[config.mk]
export PLATFORM = sky130hd
export DESIGN_NAME = ks_mp_add_seq
export DESIGN_NICKNAME = d
export VERILOG_FILES = /design/src/rtl/ks_mp_add_seq.sv
export SDC_FILE = /design/constraint.sdc
export NUM_CORES = 1
export LEC_CHECK = 0
export BUFFER_PORTS_ARGS = -buffer_cell sky130_fd_sc_hd__buf_2
export CORE_MARGIN = 1.5
export CORE_UTILIZATION = 35
export DETAILED_ROUTE_END_ITERATION = 8
export PLACE_DENSITY = 0.75
export SYNTH_ARGS = -nofsm -noshare
export SYNTH_HDL_FRONTEND = slang
export SYNTH_SLANG_ARGS = --single-unit
[constraint.sdc]
create_clock -name clk -period 1.5 [get_ports clk]
set_clock_uncertainty 0.15 [all_clocks]
set_input_delay 0.15 -clock clk [delete_from_list [all_inputs] [get_ports clk]]
set_output_delay 0.15 -clock clk [all_outputs]
set_load 0.01 [all_outputs]
[src/rtl/ks_mp_add_seq.sv]
// ks_mp_add_seq
// -----------------------------------------------------------------------------
// Sequencer that runs multi-precision additions over an external bw-bit adder,
// one word per beat, least-significant word first. It drives the adder
// operands, chains the adder carry-out back into carry-in between the words of
// one operation, and captures each word result in a registered output stage.
//
// Ports:
//   clk, rst_n            clock; synchronous active-low reset
//   in_valid/in_ready     operand stream handshake
//   in_a, in_b            operand words
//   in_first, in_last     LSW / MSW markers of an operation
//   in_cin                initial carry (only used on the first word)
//   add_a, add_b, add_cin to the adder (combinational)
//   add_sum, add_cout     from the adder
//   out_valid/out_ready   result stream handshake
//   out_sum, out_last     registered result word and its MSW marker
//   out_cout, out_ovf     final carry / signed overflow (MSW only, else 0)
//   out_idx               word index of out_sum inside its operation
//   err_len               sticky: an operation ran past MAX_WORDS words
//   dbg_state             current FSM state (0 = idle, 1 = chaining)
//
// Handshake: a beat transfers on a rising edge where valid && ready are both 1.
// valid never depends on ready; in_ready = !out_valid || out_ready, so the
// output register either is empty or is being drained in the same cycle it is
// reloaded, giving one word per cycle throughput. in_ready is 0 during reset.
// -----------------------------------------------------------------------------
module ks_mp_add_seq #(
  parameter int bw        = 16,
  parameter int MAX_WORDS = 8,
  localparam int IW       = (MAX_WORDS > 1) ? $clog2(MAX_WORDS) : 1
) (
  input  logic          clk,
  input  logic          rst_n,
  input  logic          in_valid,
  output logic          in_ready,
  input  logic [bw-1:0] in_a,
  input  logic [bw-1:0] in_b,
  input  logic          in_first,
  input  logic          in_last,
  input  logic          in_cin,
  output logic [bw-1:0] add_a,
  output logic [bw-1:0] add_b,
  output logic          add_cin,
  input  logic [bw-1:0] add_sum,
  input  logic          add_cout,
  output logic          out_valid,
  input  logic          out_ready,
  output logic [bw-1:0] out_sum,
  output logic          out_last,
  output logic          out_cout,
  output logic          out_ovf,
  output logic [IW-1:0] out_idx,
  output logic          err_len,
  output logic          dbg_state
);

  typedef enum logic {
    ST_IDLE  = 1'b0,
    ST_CHAIN = 1'b1
  } state_t;

  localparam logic [IW-1:0] LAST_IDX = IW'(MAX_WORDS - 1);

  state_t          state_q, state_d;
  logic            carry_q, carry_d;
  logic [IW-1:0]   cnt_q, cnt_d;
  logic            err_q, err_d;
  logic            out_valid_q, out_valid_d;
  logic [bw-1:0]   out_sum_q, out_sum_d;
  logic            out_last_q, out_last_d;
  logic            out_cout_q, out_cout_d;
  logic            out_ovf_q, out_ovf_d;
  logic [IW-1:0]   out_idx_q, out_idx_d;

  logic            in_fire;
  logic            out_fire;
  logic            start_word;
  logic [IW-1:0]   cur_idx;

  // A word starts a new operation when flagged first, or when nothing is in
  // flight (a non-first word arriving while idle is treated as a first word).
  assign start_word = (state_q == ST_IDLE) || in_first;
  assign cur_idx    = start_word ? '0 : cnt_q;

  assign in_ready = rst_n && (!out_valid_q || out_ready);
  assign in_fire  = in_valid && in_ready;
  assign out_fire = out_valid_q && out_ready;

  assign add_a   = in_a;
  assign add_b   = in_b;
  assign add_cin = start_word ? in_cin : carry_q;

  always_comb begin
    state_d     = state_q;
    carry_d     = carry_q;
    cnt_d       = cnt_q;
    err_d       = err_q;
    out_valid_d = out_valid_q;
    out_sum_d   = out_sum_q;
    out_last_d  = out_last_q;
    out_cout_d  = out_cout_q;
    out_ovf_d   = out_ovf_q;
    out_idx_d   = out_idx_q;

    if (in_fire) begin
      carry_d     = add_cout;
      out_valid_d = 1'b1;
      out_sum_d   = add_sum;
      out_last_d  = in_last;
      out_idx_d   = cur_idx;
      out_cout_d  = add_cout & in_last;
      out_ovf_d   = in_last & (in_a[bw-1] == in_b[bw-1]) & (add_sum[bw-1] != in_a[bw-1]);

      if (in_last) begin
        state_d = ST_IDLE;
        cnt_d   = '0;
      end else if (start_word) begin
        state_d = ST_CHAIN;
        cnt_d   = IW'(1);
      end else if (cnt_q == LAST_IDX) begin
        // Overlong operation: flag it, hold the index, keep chaining the carry.
        err_d = 1'b1;
      end else begin
        cnt_d = cnt_q + IW'(1);
      end
    end else if (out_fire) begin
      out_valid_d = 1'b0;
    end
  end

  always_ff @(posedge clk) begin
    if (!rst_n) begin
      state_q     <= ST_IDLE;
      carry_q     <= 1'b0;
      cnt_q       <= '0;
      err_q       <= 1'b0;
      out_valid_q <= 1'b0;
      out_sum_q   <= '0;
      out_last_q  <= 1'b0;
      out_cout_q  <= 1'b0;
      out_ovf_q   <= 1'b0;
      out_idx_q   <= '0;
    end else begin
      state_q     <= state_d;
      carry_q     <= carry_d;
      cnt_q       <= cnt_d;
      err_q       <= err_d;
      out_valid_q <= out_valid_d;
      out_sum_q   <= out_sum_d;
      out_last_q  <= out_last_d;
      out_cout_q  <= out_cout_d;
      out_ovf_q   <= out_ovf_d;
      out_idx_q   <= out_idx_d;
    end
  end

  assign out_valid = out_valid_q;
  assign out_sum   = out_sum_q;
  assign out_last  = out_last_q;
  assign out_cout  = out_cout_q;
  assign out_ovf   = out_ovf_q;
  assign out_idx   = out_idx_q;
  assign err_len   = err_q;
  assign dbg_state = state_q;

endmodule
* Word level (Yosys, flattened, before mapping)
Cells that the tools add are included.
** Operators by class
- Add/subtract/negate cells :: 1
- Equal/unequal tests :: 4
- Reductions and logical operators :: 11
- Mux-type cells :: 9
- Bitwise operators :: 6
** Operator list (number)
- $mux W3 :: 4
- $mux W1 :: 5
- $reduce_and A2 Y1 :: 2
- $reduce_and A4 Y1 :: 1
- $reduce_bool A2 Y1 :: 2
- $add A3 B1 Y3 const B :: 1
- $and A1 B1 Y1 :: 3
- $eq A3 B3 Y1 const B :: 1
- $logic_and A1 B1 Y1 :: 3
- $ne A3 B3 Y1 const B :: 1
- $not A1 Y1 :: 3
- $logic_or A1 B1 Y1 :: 2
- $eq A1 B1 Y1 :: 1
- $logic_not A1 Y1 :: 1
- $ne A1 B1 Y1 :: 1
** Storage, ports and cells
- Input port bits :: 56
- Word-level logic and storage cells :: 41
- Output and inout port bits :: 59
- Bits in registers :: 29

* Logic depth before layout (Yosys ltp)
- Word-level depth :: 5
- Depth in mapped cells :: 5

* Worst setup path after synthesis
OpenSTA, ideal clock, no wires.
- Path type :: reg-to-reg
- From :: register cnt_q[0]
- To :: register cnt_q[0]
- Buffers on the path :: 0
- Clock period less this slack :: 1.447 ns
- Cell stages (with the launch flop) :: 6
- Slack :: 0.053 ns
- Data arrival time :: 1.181 ns
- Path through :: dfxtp_1 -> ha_1 -> ha_1 -> nor4bb_1 -> o211ai_1 -> o211a_1
** On the way
- Cells in the longest elaborated chain, start to end :: 4
** Ends and longest elaborated chain
- start: declaration :: line 67 : logic [IW-1:0] cnt_q, cnt_d;
- start signal: assignment :: line 147 : cnt_q <= cnt_d;
- $add A3 B1 Y3 :: line 125 : cnt_d = cnt_q + IW'(1);
- $mux W3 :: line 121 : end else if (cnt_q == LAST_IDX) begin
- $mux W3 :: line 118 : end else if (start_word) begin
- $mux W3 :: line 115 : if (in_last) begin
Several ways; a longest one is shown, not always the timed one. The select of a mux whose other input is x is not followed.
A chain may end at the register's enable or synchronous reset.

* Worst setup path after layout
- From :: register state_q (netlist: dbg_state)
- To :: output port add_cin
** On the way
- Cells in the longest elaborated chain, start to end :: 3
** Ends and longest elaborated chain
- start: declaration :: line 65 : state_t state_q, state_d;
- start signal: assignment :: line 145 : state_q <= state_d;
- $not A1 Y1 :: line 83 : assign start_word = (state_q == ST_IDLE) || in_first;
- $logic_or A1 B1 Y1 :: line 83
- $mux W1 :: line 92 : assign add_cin = start_word ? in_cin : carry_q;
- end: declaration :: line 44 : output logic add_cin,
Every way passes these cells.

==> summary.md <==
| Metric | Value |
|---|---|
| Status | finished, violations left |
| Failing checks | negative setup slack |
| Worst VDD drop | 558.0 µV |
| Crit path DAT | 1.22 ns |
| Inserted Diodes | 0 |
| Worst slew margin | 80.71% |
| DRC Markers | 0 |
| CTS sink cnt | 29 |
| WL per Instance | 12.87 µm |
| CP endpoint kind | output port |
| Clock transition at the registers of the reported paths | 0.06 ns |
| P_leak | 0.0008620 µW |
| Vias in the first global route | 1137 |
| Crit path cell chain | and2b_2 -> mux2_4 -> buf_6 |
| Post-synthesis sequential area ratio | 39.46% |
| Die area | 0.004602 mm² |
| FF-to-FF Start | cnt_q[0] |
| 1st-iter DRT viols | 43 |
| Antenna-violating nets left | 0 |
| Top_reg_cell synth | dfxtp_1 |
| Share of layout cells above drive strength 1 | 38.53% |
| Power density over the cells | 1010 mW/mm² |
| Starting Density | 36.52% |
| Htree depth | 2 |
| Clock Tree Root | clkbuf_8 |
| Share of flip-flops with an asynchronous set or reset | 0% |
| Critical path type | flop to output port |
| Syn-to-layout area delta | 30.70% |
| FMAX | 656.5 MHz |
| First-pass GRT wire length | 5.140 mm |
| Mean number of vias per cell | 4.888 |
| Hold_ws | 0.04300 ns |
| Die Span X | 67.84 µm |
| Gp weighted congestion | 0.7318 |
| FILL cells | 377 |
| Largest net degree at the start of global routing | 24 |
| Avg Cell Area, Syn | 8.655 µm² |
| Utilization after layout | 47.73% |
| Crit path required time | 1.20 ns |
| Hold Path Class | input port to flop |
| YS warnings | 0 |
| CTS buffer count | 5 |
| TNS Setup | -0.02332 ns |
| Crit-path max FO | 2 |
| DR pass1 iterations | 4 |
| CP delay by family, top | flip-flops |
| Initial antenna violation count | 0 |
| WL final | 3.448 mm |
| Via count | 1310 |
| Gate Count Post-Synth | 170 |
| Setup ws final | -0.02332 ns |
| Worst Max-Slew Pin Slew | 0.2887 ns |
| Slowest stage delay, CP | 0.32 ns |
| Max-slew violations | 0 |
| Worst Path Buf+Inv | 1 |
| DP Wirelength | 2.276 mm |
| Post-synthesis cell type count | 34 |
| Synthesized net count | 228 |
| Final nets | 275 |
| Period utilization | 101.6% |
| Post-route minimum period | 1.523 ns |
| Core area | 0.004029 mm² |
| Gr ovfl total | 0 |
| Pre-CTS setup slack | -0.03822 ns |
| Min-Delay Startpoint | in_last |
| RSZ-0062 raised after global routing | true |
| Critical path startpoint category | flop |
| CTS Buffer Depth | 2 |
| CTS tree | built |
| Slowest-stage cell, CP | dfxtp_2 |
| Die H | 67.84 µm |
| # setup viols final | 1 |
| IO Port Bufs | 54 |
| # IOs | 115 |
| Number of synthesized register bits | 29 |
| Worst-skew pair later-pin latency | 0.27 ns |
| Placement Rows | 23 |
| Count of final hold-check violations | 0 |
| Crit path from | dbg_state |
| Total GRT Usage | 15.42% |
| Max Cap Viol | 0 |
| Post-synth EDFFs | 0 |
| Synthesized area | 0.001471 mm² |
## worst register-to-register path, stage by stage (launching register included)
cell and delay [ns]:
dfxtp_1 0.32, ha_2 0.20, ha_4 0.17, nor4bb_1 0.25, o211ai_1 0.11, o211a_1 0.13
## flip-flops by register name, summed over array words and instances, names as in the netlist
name       flops
carry_q        1
cnt_q          3
dbg_state      1
err_len        1
out_cout       1
out_idx        3
out_last       1
out_ovf        1
out_sum       16
out_valid      1
## placed cells by master (no fill, tap or decap), drive strengths merged, types with 2 or more instances in the layout
master,instances
a21boi,6
a32o,2
and2,3
buf,65
clkbuf,7
dfxtp,29
dlygate4sd3,18
ha,2
nand2,19
nand3,19
nand4,4
nor2,3
o21a,2
o21ai,23
## metal layers
layer  wire, µm  part of all wire [%]  track usage (%)
met5          0                     0                0
met3        240                   7.0            7.072
met4         38                   1.1            6.000
met1       1436                    42            17.00
met2       1732                    50            25.86
## report_power, final
part           total (µW)  switching [µW]  internal, µW
Clock                 825             284           541
Combinational         284             138           147
Sequential            832            19.7           812
Total                1940             442          1500
## final cells by class
type	instances	area (µm²)	area share (%)
clock buffers	7	86.33	4.489
well taps	50	62.56	3.253
flip-flops and latches	29	581.8	30.25
clock inverters	1	30.03	1.561
repair buffers	83	551.8	28.69
multi-input cells	98	610.6	31.75
## cell families (layout without fill, tap and decap cells)
logic type | count (synthesis) | after routing | share of synthesized area [%]
AOI/OAI and AO/OA | 38 | 38 | 15.73
DFF | 29 | 29 | 39.46
adders and majority gates | 2 | 2 | 1.700
buffers and inverters | 43 | 91 | 21.00
and+or+nand+nor | 57 | 57 | 21.34
muxes | 1 | 1 | 0.7653
## path summary, 6_finish.rpt
path	slack [ns]	cells past startpoint	endpoint
setup reg to reg	0.06	5	cnt_q[0]
setup / recovery	-0.02	3	add_cin
hold / removal	0.04	3	out_last
hold reg to reg	0.29	2	out_sum[10]
## cells in the mapped netlist (2+ instances only)
cell type   n  area share [%]
a21boi_1    6             3.1
a32o_1      2             1.4
and2_1      3             1.3
buf_2       4             1.4
buf_4      34              17
buf_6       2             1.5
clkbuf_1    3            0.77
dfxtp_1    29              39
ha_1        2             1.7
nand2_1    18             4.6
nand3_1    18             6.1
nand4_1     4             1.7
nor2_1      2            0.51
o21a_1      2             1.0
o21ai_0     3             1.0
o21ai_1    20             6.8
## through the flow
stage	instances	power, µW	cell area (µm²)
3_5_place_dp	239	1082	1555
3_3_place_gp	239	1078	1555
5_1_grt	268	2053	1923
2_1_floorplan	170	1062	1471
6_report	268	1941	1923
4_1_cts	267	1964	1884
## repair_timing
action                                 in CTS  in global routing
buffers inserted                            2                  1
gates cloned                                0                  0
pin swaps                                   2                  3
endpoints found under the hold margin      18                  0
hold buffers                               18                  0
resized for setup                           6                  4
setup endpoints to repair                   5                 25
Note: power is estimated with default switching activity, not from simulation.
